[src/rtl/dot_accum.sv]
// Streaming dot-product accumulator: carry-save accumulation of product terms, one resolving add per result.
// Optional build macro DOT_ACCUM_SIGNED_EN: sign-extend two's-complement terms instead of zero-extending.
module dot_accum #(
  parameter int unsigned DATA_W = 16,
  parameter int unsigned ACC_W  = 20
) (
  input  logic              clk,
  input  logic              rst_n,
  input  logic              in_valid,
  output logic              in_ready,
  input  logic [DATA_W-1:0] in_data,
  input  logic              in_last,
  output logic              out_valid,
  input  logic              out_ready,
  output logic [ACC_W-1:0]  out_data
);

  localparam int unsigned EXT_W = ACC_W - DATA_W;

  typedef enum logic [1:0] {
    ACCUM   = 2'd0,
    RESOLVE = 2'd1,
    DONE    = 2'd2
  } state_t;

  state_t             state, state_n;
  logic [ACC_W-1:0]   sum_r, car_r;
  logic [ACC_W-1:0]   sum_n, car_n, out_data_n;
  logic               out_valid_n, in_ready_n;
  logic [ACC_W-1:0]   term, car_sh;

  // Term extension to accumulator width and carry vector weighted by 2 (MSB drops, mod 2^ACC_W)
  always_comb begin
`ifdef DOT_ACCUM_SIGNED_EN
    term = {{EXT_W{in_data[DATA_W-1]}}, in_data};
`else
    term = {{EXT_W{1'b0}}, in_data};
`endif
    car_sh = {car_r[ACC_W-2:0], 1'b0};
  end

  // Next-state and next-register values
  always_comb begin
    state_n     = state;
    sum_n       = sum_r;
    car_n       = car_r;
    out_data_n  = out_data;
    out_valid_n = out_valid;
    in_ready_n  = in_ready;
    unique case (state)
      ACCUM: begin
        if (in_valid) begin
          sum_n = sum_r ^ car_sh ^ term;
          car_n = (sum_r & car_sh) | (sum_r & term) | (car_sh & term);
          if (in_last) begin
            state_n    = RESOLVE;
            in_ready_n = 1'b0;
          end
        end
      end
      RESOLVE: begin
        out_data_n  = sum_r + car_sh;
        out_valid_n = 1'b1;
        state_n     = DONE;
      end
      DONE: begin
        if (out_ready) begin
          out_valid_n = 1'b0;
          sum_n       = '0;
          car_n       = '0;
          state_n     = ACCUM;
          in_ready_n  = 1'b1;
        end
      end
      default: begin
        state_n     = ACCUM;
        sum_n       = '0;
        car_n       = '0;
        out_valid_n = 1'b0;
        in_ready_n  = 1'b1;
      end
    endcase
  end

  always_ff @(posedge clk) begin
    if (!rst_n) begin
      state     <= ACCUM;
      sum_r     <= '0;
      car_r     <= '0;
      out_data  <= '0;
      out_valid <= 1'b0;
      in_ready  <= 1'b1;
    end else begin
      state     <= state_n;
      sum_r     <= sum_n;
      car_r     <= car_n;
      out_data  <= out_data_n;
      out_valid <= out_valid_n;
      in_ready  <= in_ready_n;
    end
  end

endmodule

[config.mk]
export PLATFORM = sky130hd
export DESIGN_NAME = dot_accum
export DESIGN_NICKNAME = d
export VERILOG_FILES = /design/src/rtl/dot_accum.sv
export SDC_FILE = /design/constraint.sdc
export NUM_CORES = 1
export LEC_CHECK = 0
export BUFFER_PORTS_ARGS = -buffer_cell sky130_fd_sc_hd__buf_2
export CORE_ASPECT_RATIO = 2
export CORE_MARGIN = 2
export CORE_UTILIZATION = 52
export DETAILED_ROUTE_END_ITERATION = 16
export PLACE_DENSITY = 0.82
export SLEW_MARGIN = 30
export SYNTH_ARGS = -nofsm -noshare
export SYNTH_HDL_FRONTEND = slang
export SYNTH_SLANG_ARGS = --single-unit
[constraint.sdc]
create_clock -name clk -period 2.3 [get_ports clk]
set_input_delay 0 -clock clk [delete_from_list [all_inputs] [get_ports clk]]
set_output_delay 0 -clock clk [all_outputs]
set_load 0.01 [all_outputs]
==> results of run 1 <==
layer usage:
layer	routed length, microns	global-route usage [%]
met1	3350	31.7
met3	436	6.95
met5	0	0
met2	3790	35.4
met4	131	9.18
worst register-to-register path, stage by stage, from the launching register on:
cell	delay (ns)
dfxtp_1	0.34
ha_2	0.21
fa_2	0.34
a21o_1	0.18
a221o_2	0.41
a21boi_4	0.21
o221ai_2	0.13
xnor2_1	0.17
o21ai_1	0.07
cells by family after synthesis:
family	after synthesis	synth area share (%)
DFF	63	36.6
adders and majority gates	35	16.2
xor gates and xnor gates	10	2.54
muxes	2	0.617
buffers and inverters	25	2.94
and+or+nand+nor	159	21.3
AOI/OAI and AO/OA	115	19.9
sequential cells by signal (all words and copies together) (netlist names):
signal     cells
out_data      20
sum_r         20
car_r         19
state          2
in_ready       1
out_valid      1
cell usage after synthesis (2+ instances only):
| master | n | share of area, % |
|---|---|---|
| and2_1 | 4 | 0.73 |
| o21ai_1 | 8 | 1.2 |
| a21oi_1 | 68 | 9.9 |
| o21ai_0 | 11 | 1.6 |
| nor4_1 | 4 | 0.73 |
| ha_1 | 19 | 6.9 |
| and3_1 | 10 | 1.8 |
| nand2_1 | 68 | 7.4 |
| a31oi_2 | 2 | 0.73 |
| o211ai_1 | 2 | 0.44 |
| dfxtp_1 | 63 | 37 |
| o21a_1 | 2 | 0.44 |
| clkbuf_1 | 16 | 1.7 |
| xnor2_1 | 6 | 1.5 |
| nand3_1 | 39 | 5.7 |
| a21o_1 | 7 | 1.5 |
| xor2_1 | 4 | 1.0 |
| o31ai_1 | 2 | 0.44 |
| inv_1 | 2 | 0.22 |
| buf_2 | 6 | 0.87 |
| nor3_1 | 7 | 1.0 |
| nor2_1 | 19 | 2.1 |
| fa_1 | 16 | 9.3 |
final timing paths:
check | start | to | slack [ns] | cells after the start
max reg2reg | sum_r[1]$_SDFFE_PN0P_ | out_data[17]$_SDFFE_PN0P_ | 0.12 | 8
min reg2reg | out_data[11]$_SDFFE_PN0P_ | out_data[11]$_SDFFE_PN0P_ | 0.44 | 2
max | sum_r[1]$_SDFFE_PN0P_ | out_data[17]$_SDFFE_PN0P_ | 0.12 | 8
min | rst_n | out_data[19]$_SDFFE_PN0P_ | 0.04 | 3
where the power goes:
part	switching (mW)	internal, mW	leakage (nW)
Combinational	0.216	0.131	1.07
Clock	0.466	1.00	0.160
Sequential	0.0456	1.14	0.511
Total	0.727	2.27	1.74
layout make-up:
cell class | instances | share of cell area [%]
timing repair buffer | 53 | 7.26
inverter | 3 | 0.274
clock buffer | 13 | 6.34
clock inverter | 3 | 1.59
multi-input combinational | 321 | 51.1
tap | 88 | 2.68
sequential | 63 | 30.7
cells in the final DEF, fill, tap and decap left out, types with 10 or more instances in the layout:
cell / instances
nand3_1: 39
dfxtp_1: 63
nor2_1: 18
a21oi_1: 68
fa_1: 15
nand2_1: 68
ha_1: 18
buf_2: 42
and3_1: 10
o21ai_0: 10
repair_timing:
item,4_1_cts,5_1_grt
endpoints found under the setup margin,0,5
endpoints found under the hold margin,2,0
hold buffers,2,0
buffers inserted,0,2
resized for setup,0,4
==> flow_summary.yaml, run 1 <==
status:
  status: "finished clean"
worst_setup_path:
  critPathMaxFanout: 4
  cp_cell_sequence: "ha_2, fa_2, a21o_1, a221o_2, a21boi_4, o221ai_2, xnor2_1, o21ai_1"
  cp.buffers_inverters: 0
  cp_slowest_cell: "a221o_2"
  crit_arrival_ns: 2.39
  cp-end-kind: "register"
  critPathLaunchType: "register"
  worstSetupPathType: "reg2reg"
  cp_top_family: "compound AO/OA/AOI/OAI gates"
  cp_data_required_time_ns: 2.51
  critPathMaxStageDelay_ns: 0.41
sta:
  finalSetupTns_ns: 0
  setup_viol: 0
  clock_skew_ns: 0.00525
  whs_ns: 0.0402
  final.setup.worst_slack_ns: 0.122
  fin_crit_ns: 2.18
  timing.final.crit_share_pct: 94.7
  slew_headroom_pct: 56.0
  clock.fmax_mhz: 459
  rsz0062_at_grt: "false"
  worstMarginPinSlew_ns: 0.661
  slew_violations: 0
  finalHoldViolations: 0
yosys:
  ys_seq_elements: 63
  synth_ff_type: "dfxtp_1"
  synth_edf_count: 0
  synth_cell_types: 47
  synthCells: 409
  ys_seq_area_share_pct: 36.6
  synth_nets: 465
  synth.yosys.warnings: 0
  avgSynthCellArea_sq_um: 8.43
  synthesis.area_sq_um: 3450
  synth-async-reset-ratio_pct: 0
final_layout:
  multiInputGateArea_sq_um: 2100
  drive_above_1_share_pct: 16.9
  finalNonFillerCells: 544
  post-route-util_pct: 63.0
  design_area_sq_um: 4100
  finalNetCount: 507
  n_fill_cell: 584
  antenna-diode-count: 0
  regArea_sq_um: 1260
  syn_to_final_growth_pct: 19.1
power_and_ir_drop:
  p_leak_nw: 1.74
  total_power_mw: 3.00
  peakVddDrop_v: 0.000530
  power_density_nw_per_um2: 732
die:
  die_w_microns: 61.6
  dieArea_sq_um: 7340
  ios: 43
  dieHeight_microns: 119
  start_util_pct: 52.9
  rows: 42
  core-area_sq_um: 6520
detailed_routing:
  drc_errors: 0
  route.vias.total: 3066
  drtIter0Drc: 174
  wire_per_inst_microns: 14.2
  firstDrtPassIters: 4
  avgViaCountPerCell: 5.64
  ant_nets: 0
  drt-total-wl_microns: 7700
clocking:
  clk_pin_slew_ns: 0.05
  clock_sinks: 63
  h-tree-depth: 3
  cts_tree: "built"
  insertion_delay_ns: 0.34
  cts_buffers: 9
  clockBufferDepth: 2
  cts_root_buffer: "clkbuf_16"
placement:
  pre_cts_slack_ns: 0.0765
  dp_hpwl_microns: 5510
  place_area_sq_um: 3730
  portBuffers: 42
  place.gp.congestion: 0.877
  placed_cells: 524
grt:
  global_route.overflow_total: 0
  grt_util_all_layers_pct: 23.7
  grt_pass1_vias: 2876
  antenna_found_initial: 0
  grt_max_degree: 41
  grt_pass1_wl_microns: 13100
run:
  cap_violations: 0
min_path:
  hold_path.class: "in2reg"
(Power assumes the default switching activity.)
==> run 2, diff against run 1 <==
- CELL_PAD_IN_SITES_DETAIL_PLACEMENT: unset -> 1
- CELL_PAD_IN_SITES_GLOBAL_PLACEMENT: unset -> 1
- CORE_UTILIZATION: 52 -> 39
- PLACE_DENSITY: 0.82 -> 0.81
==> flow_summary.yaml, run 2 (synthesis results as in run 1) <==
sta:
  setup_viol: 0
  timing.final.crit_share_pct: 95.4
  fin_crit_ns: 2.20
  clock.fmax_mhz: 456
  slew_headroom_pct: 63.3
  worstMarginPinSlew_ns: 0.548
  rsz0062_at_grt: "true"
  clock_skew_ns: 0.00438
  finalHoldViolations: 0
  slew_violations: 0
worst_setup_path:
  cp-end-kind: "register"
  critPathLaunchType: "register"
  critPathMaxStageDelay_ns: 0.41
  cp_cell_sequence: "ha_2, fa_2, a21o_1, a221o_2, a21boi_4, o221ai_2, xnor2_1, o21ai_1"
  cp_data_required_time_ns: 2.51
  cp_slowest_cell: "a221o_2"
  worstSetupPathType: "reg2reg"
  crit_arrival_ns: 2.40
  critPathMaxFanout: 4
run:
  cap_violations: 0
placement:
  place.gp.congestion: 0.895
  dp_hpwl_microns: 6900
  portBuffers: 42
  place_area_sq_um: 3790
clocking:
  clock_sinks: 63
  clk_pin_slew_ns: 0.05
  insertion_delay_ns: 0.33
  h-tree-depth: 3
  clockBufferDepth: 2
  cts_tree: "built"
  cts_buffers: 9
  cts_root_buffer: "clkbuf_16"
final_layout:
  syn_to_final_growth_pct: 20.8
  final_cell_mix: "nand2_1, a21oi_1, dfxtp_1, buf_2, nand3_1"
  design_area_sq_um: 4160
  finalNetCount: 512
  drive_above_1_share_pct: 18.2
  antenna-diode-count: 0
  n_fill_cell: 1048
  largestRegisters: "out_data (20), sum_r (20), car_r (19)"
  post-route-util_pct: 48.5
detailed_routing:
  wire_per_inst_microns: 16.4
  drt-total-wl_microns: 9220
  avgViaCountPerCell: 5.53
  drtIter0Drc: 185
  route.vias.total: 3105
  firstDrtPassIters: 4
  drc_errors: 0
  ant_nets: 0
die:
  die_w_microns: 70.5
  dieHeight_microns: 137
  start_util_pct: 40.1
  ios: 43
  core-area_sq_um: 8590
  dieArea_sq_um: 9650
  rows: 48
power_and_ir_drop:
  total_power_mw: 3.02
  p_leak_nw: 1.77
  peakVddDrop_v: 0.000564
  power_density_nw_per_um2: 726
grt:
  grt_pass1_vias: 3295
  global_route.overflow_total: 0
  antenna_found_initial: 0
  grt_max_degree: 41
  grt_util_all_layers_pct: 21.0
  grt_pass1_wl_microns: 16000
status:
  status: "finished clean"
min_path:
  hold_path.class: "in2reg"
## run 2: critical path: cells and delay by family (launching register included)
kind	cells	cell delay, ns
AOI/OAI and AO/OA	5	1.04
xor gates and xnor gates	1	0.16
adders and majority gates	2	0.54
DFF	1	0.33
## run 2: through the flow
step                hold WS (ns)  setup slack [ns]  TNS [ns]  std cells
detailed placement         0.281           -0.0213   -0.0213        542
floorplan                  0.149             0.190         0        409
CTS                       0.0105            0.0210         0        560
global placement           0.269            0.0616         0        542
finish                    0.0133             0.105         0        561
global route              0.0273           -0.0123   -0.0139        561
## run 2: cell type report
cell class	instances	area, sq um	area share (%)
inverter	3	11.3	0.271
timing repair buffer	58	335	8.06
sequential	63	1260	30.3
multi-input combinational	321	2100	50.5
tap	100	125	3.01
clock buffer	13	260	6.25
clock inverter	3	65.1	1.56
## run 2: report_power, final
group	internal (mW)	switching (mW)	leakage [nW]	total (mW)
Sequential	1.14	0.0462	0.511	1.19
Combinational	0.137	0.233	1.10	0.369
Clock	1.01	0.464	0.160	1.47
Total	2.28	0.743	1.77	3.02
## run 2: timing repair
item,in CTS,in global routing
gates resized for setup,1,5
hold buffers,2,0
pin swaps,0,3
endpoints found under the setup margin,1,5
buffers inserted,0,1
endpoints found under the hold margin,2,0
## run 2: path summary, 6_finish.rpt
kind,start,end,slack (ns),depth (start not counted)
hold reg to reg,out_data[11]$_SDFFE_PN0P_,out_data[11]$_SDFFE_PN0P_,0.44,2
hold / removal,in_valid,in_ready$_SDFFE_PN1P_,0.01,3
setup reg to reg,sum_r[1]$_SDFFE_PN0P_,out_data[17]$_SDFFE_PN0P_,0.10,8
setup / recovery,sum_r[1]$_SDFFE_PN0P_,out_data[17]$_SDFFE_PN0P_,0.10,8
## run 2: per-layer routing
| metal | up-vias | global-route usage [%] | part of all wire (%) |
|---|---|---|---|
| li1 | 1543 | - | - |
| met4 | 0 | 8.12 | 2.0 |
| met3 | 11 | 4.05 | 2.4 |
| met2 | 38 | 38.5 | 54 |
| met1 | 1513 | 23.4 | 41 |
| met5 | - | 0 | 0 |
==> run 3, diff against run 2 <==
- ABC_AREA: unset -> 1
- CORE_UTILIZATION: 39 -> 38
- PLACE_DENSITY: 0.81 -> 0.82
==> flow_summary.yaml, run 3 <==
detailed_routing:
  avgViaCountPerCell: 5.30
  drc_errors: 0
  ant_nets: 0
  drtIter0Drc: 147
  firstDrtPassIters: 4
  drt-total-wl_microns: 10800
  wire_per_inst_microns: 16.6
  route.vias.total: 3446
clocking:
  h-tree-depth: 3
  cts_root_buffer: "clkbuf_16"
  cts_resized: 0
  cts_buffers: 9
  clk_pin_slew_ns: 0.05
  clockBufferDepth: 2
  cts_tree: "built"
  clock_sinks: 63
  cts_setup_buffers: 0
  cts_hold_buf: 3
  insertion_delay_ns: 0.34
sta:
  clock.fmax_mhz: 511
  clock_skew_ns: 0.0112
  finalHoldViolations: 0
  fin_crit_ns: 1.96
  timing.final.crit_share_pct: 85.1
  worstMarginPinSlew_ns: 0.683
  finalSetupTns_ns: 0
  setup_viol: 0
  rsz0062_at_grt: "false"
  slew_violations: 0
  slew_headroom_pct: 54.4
worst_setup_path:
  critPathLaunchType: "register"
  cp_slowest_cell: "fa_1"
  rr_endpoint: "out_data[13]$_SDFFE_PN0P_"
  r2r_cells: 12
  crit_arrival_ns: 2.19
  cp-end-kind: "register"
  worstSetupPathType: "reg2reg"
  critPathMaxFanout: 4
  cp_data_required_time_ns: 2.53
  critPathMaxStageDelay_ns: 0.45
  r2r_start: "sum_r[1]$_SDFFE_PN0P_"
  ff2ff_setup_slack_ns: 0.34
  cp_cell_sequence: "ha_1, fa_1, nand3_1, nand3_1, nand2_1, nand2_1, nand2_1, nand2_1, nand2_1, nand3_1, nand2_1, inv_1"
  cpMostUsedCell: "nand2_1"
placement:
  portBuffers: 42
  dp_hpwl_microns: 8030
  place.gp.congestion: 0.955
yosys:
  synthCells: 503
  ys_seq_area_share_pct: 34.9
  avgSynthCellArea_sq_um: 7.19
  synth_cell_types: 23
  synth-async-reset-ratio_pct: 0
  ys_seq_elements: 63
  synth_edf_count: 0
  synth_nets: 559
  synth_ff_type: "dfxtp_1"
  synthesis.area_sq_um: 3620
  netlist_top_cells_count: "nand2_1, nand3_1, dfxtp_1"
  yosysTopAreaCellShare_pct: 34.9
  synth.yosys.warnings: 0
  synth_most_common_cell: "nand2_1"
  yosysTopAreaCell: "dfxtp_1"
  synth.area.top_cells: "dfxtp_1, nand2_1, fa_1"
power_and_ir_drop:
  power_switching_mw: 0.862
  power_density_nw_per_um2: 737
  p_leak_nw: 2.04
  peakVddDrop_v: 0.000533
  comb_power_share_pct: 14.2
  p_int_mw: 2.26
  clkPwrFrac_pct: 47.1
  swShare_pct: 27.6
  p_seq_share_pct: 38.7
grt:
  grt_util_all_layers_pct: 22.6
  antenna_found_initial: 0
  grt_pass1_wl_microns: 18000
  grt_pass1_vias: 3729
  grt_max_degree: 41
  global_route.overflow_total: 0
die:
  dieArea_sq_um: 10400
  core-area_sq_um: 9320
  dieHeight_microns: 142
  rows: 50
  ios: 43
  die_w_microns: 73.0
  start_util_pct: 38.8
final_layout:
  largestRegisters: "out_data (20), sum_r (20), car_r (19)"
  drive_above_1_share_pct: 12.6
  n_fill_cell: 1206
  syn_to_final_growth_pct: 17.2
  final_cell_mix: "nand2_1, nand3_1, dfxtp_1, a21oi_1, nor2_1"
  finalNetCount: 597
  post-route-util_pct: 45.5
  layout_commonest_cell: "nand2_1"
  antenna-diode-count: 0
min_path:
  hold_depth: 3
  holdCritStartpoint: "out_ready"
  holdPathEnd: "state[1]$_SDFFE_PN0P_"
  hold_path.class: "in2reg"
run:
  cap_violations: 0
status:
  status: "finished clean"
## run 3: cell count changes in the layout (fill, tap and decap cells not counted), sizes merged, moves of 4 or more
cell / before / now
nor2: 19 / 58
nor4: 4 / 0
nand3: 40 / 64
nand2: 68 / 117
inv: 2 / 46
clkbuf: 13 / 9
a21oi: 68 / 60
and3: 10 / 0
nor3: 7 / 3
buf: 56 / 46
a21o: 7 / 0
## run 3: worst max-delay path by stage
stage | cells past startpoint | slack [ns] | startpoint | end
floorplan | 9 | 0.57 | sum_r[1]$_SDFFE_PN0P_ | out_data[9]$_SDFFE_PN0P_
CTS | 12 | 0.34 | sum_r[1]$_SDFFE_PN0P_ | out_data[13]$_SDFFE_PN0P_
finish | 12 | 0.34 | sum_r[1]$_SDFFE_PN0P_ | out_data[13]$_SDFFE_PN0P_
global route | 12 | 0.17 | sum_r[1]$_SDFFE_PN0P_ | out_data[17]$_SDFFE_PN0P_
detailed placement | 9 | 0.36 | sum_r[1]$_SDFFE_PN0P_ | out_data[9]$_SDFFE_PN0P_
global placement | 12 | 0.45 | sum_r[1]$_SDFFE_PN0P_ | out_data[17]$_SDFFE_PN0P_
## run 3: kinds of logic after synthesis
logic type / share of synthesized area [%]
flops: 34.9
fa+ha+maj: 15.4
compound gates: 11.4
simple gates: 28.2
xor+xnor: 2.42
buf+inv: 7.64
## run 3: layer usage
metal | vias up | part of all wire, % | track usage, %
li1 | 1702 | - | -
met1 | 1651 | 37 | 22.9
met2 | 59 | 57 | 42.2
met3 | 34 | 2.1 | 3.19
met4 | 0 | 4.5 | 12.7
met5 | - | 0 | 0
## run 3: cell type report
cell class | instances | area (sq um) | area share, %
tap | 104 | 130 | 3.07
clock buffer | 9 | 225 | 5.31
inverter | 46 | 173 | 4.07
timing repair buffer | 49 | 270 | 6.38
clock inverter | 7 | 97.6 | 2.30
multi-input combinational | 372 | 2080 | 49.1
sequential | 63 | 1260 | 29.8
## run 3: power groups by stage
stage	combinational (mW)	sequential [mW]	clock, mW
global route	0.502	1.22	1.54
floorplan	0.288	1.23	0
detailed placement	0.440	1.23	0
global placement	0.421	1.23	0
finish	0.444	1.21	1.47
CTS	0.451	1.21	1.50
## run 3: per-stage QoR
step | area [sq um] | setup slack [ns] | power (mW) | cells | hold WS [ns]
after CTS | 4240 | 0.340 | 3.16 | 650 | 0.0689
after global placement | 3890 | 0.448 | 1.65 | 631 | 0.269
after global routing | 4240 | 0.171 | 3.26 | 650 | 0.0999
after floorplan | 3620 | 0.572 | 1.52 | 503 | 0.142
final | 4240 | 0.342 | 3.13 | 650 | 0.0737
after detailed placement | 3890 | 0.363 | 1.67 | 631 | 0.258
## run 3: worst max-delay path: cells and delay by family, from the launching register on
family	cells	cell delay (ns)
adders and majority gates	2	0.72
buffers and inverters	1	0.04
DFF	1	0.35
and+or+nand+nor	9	0.75
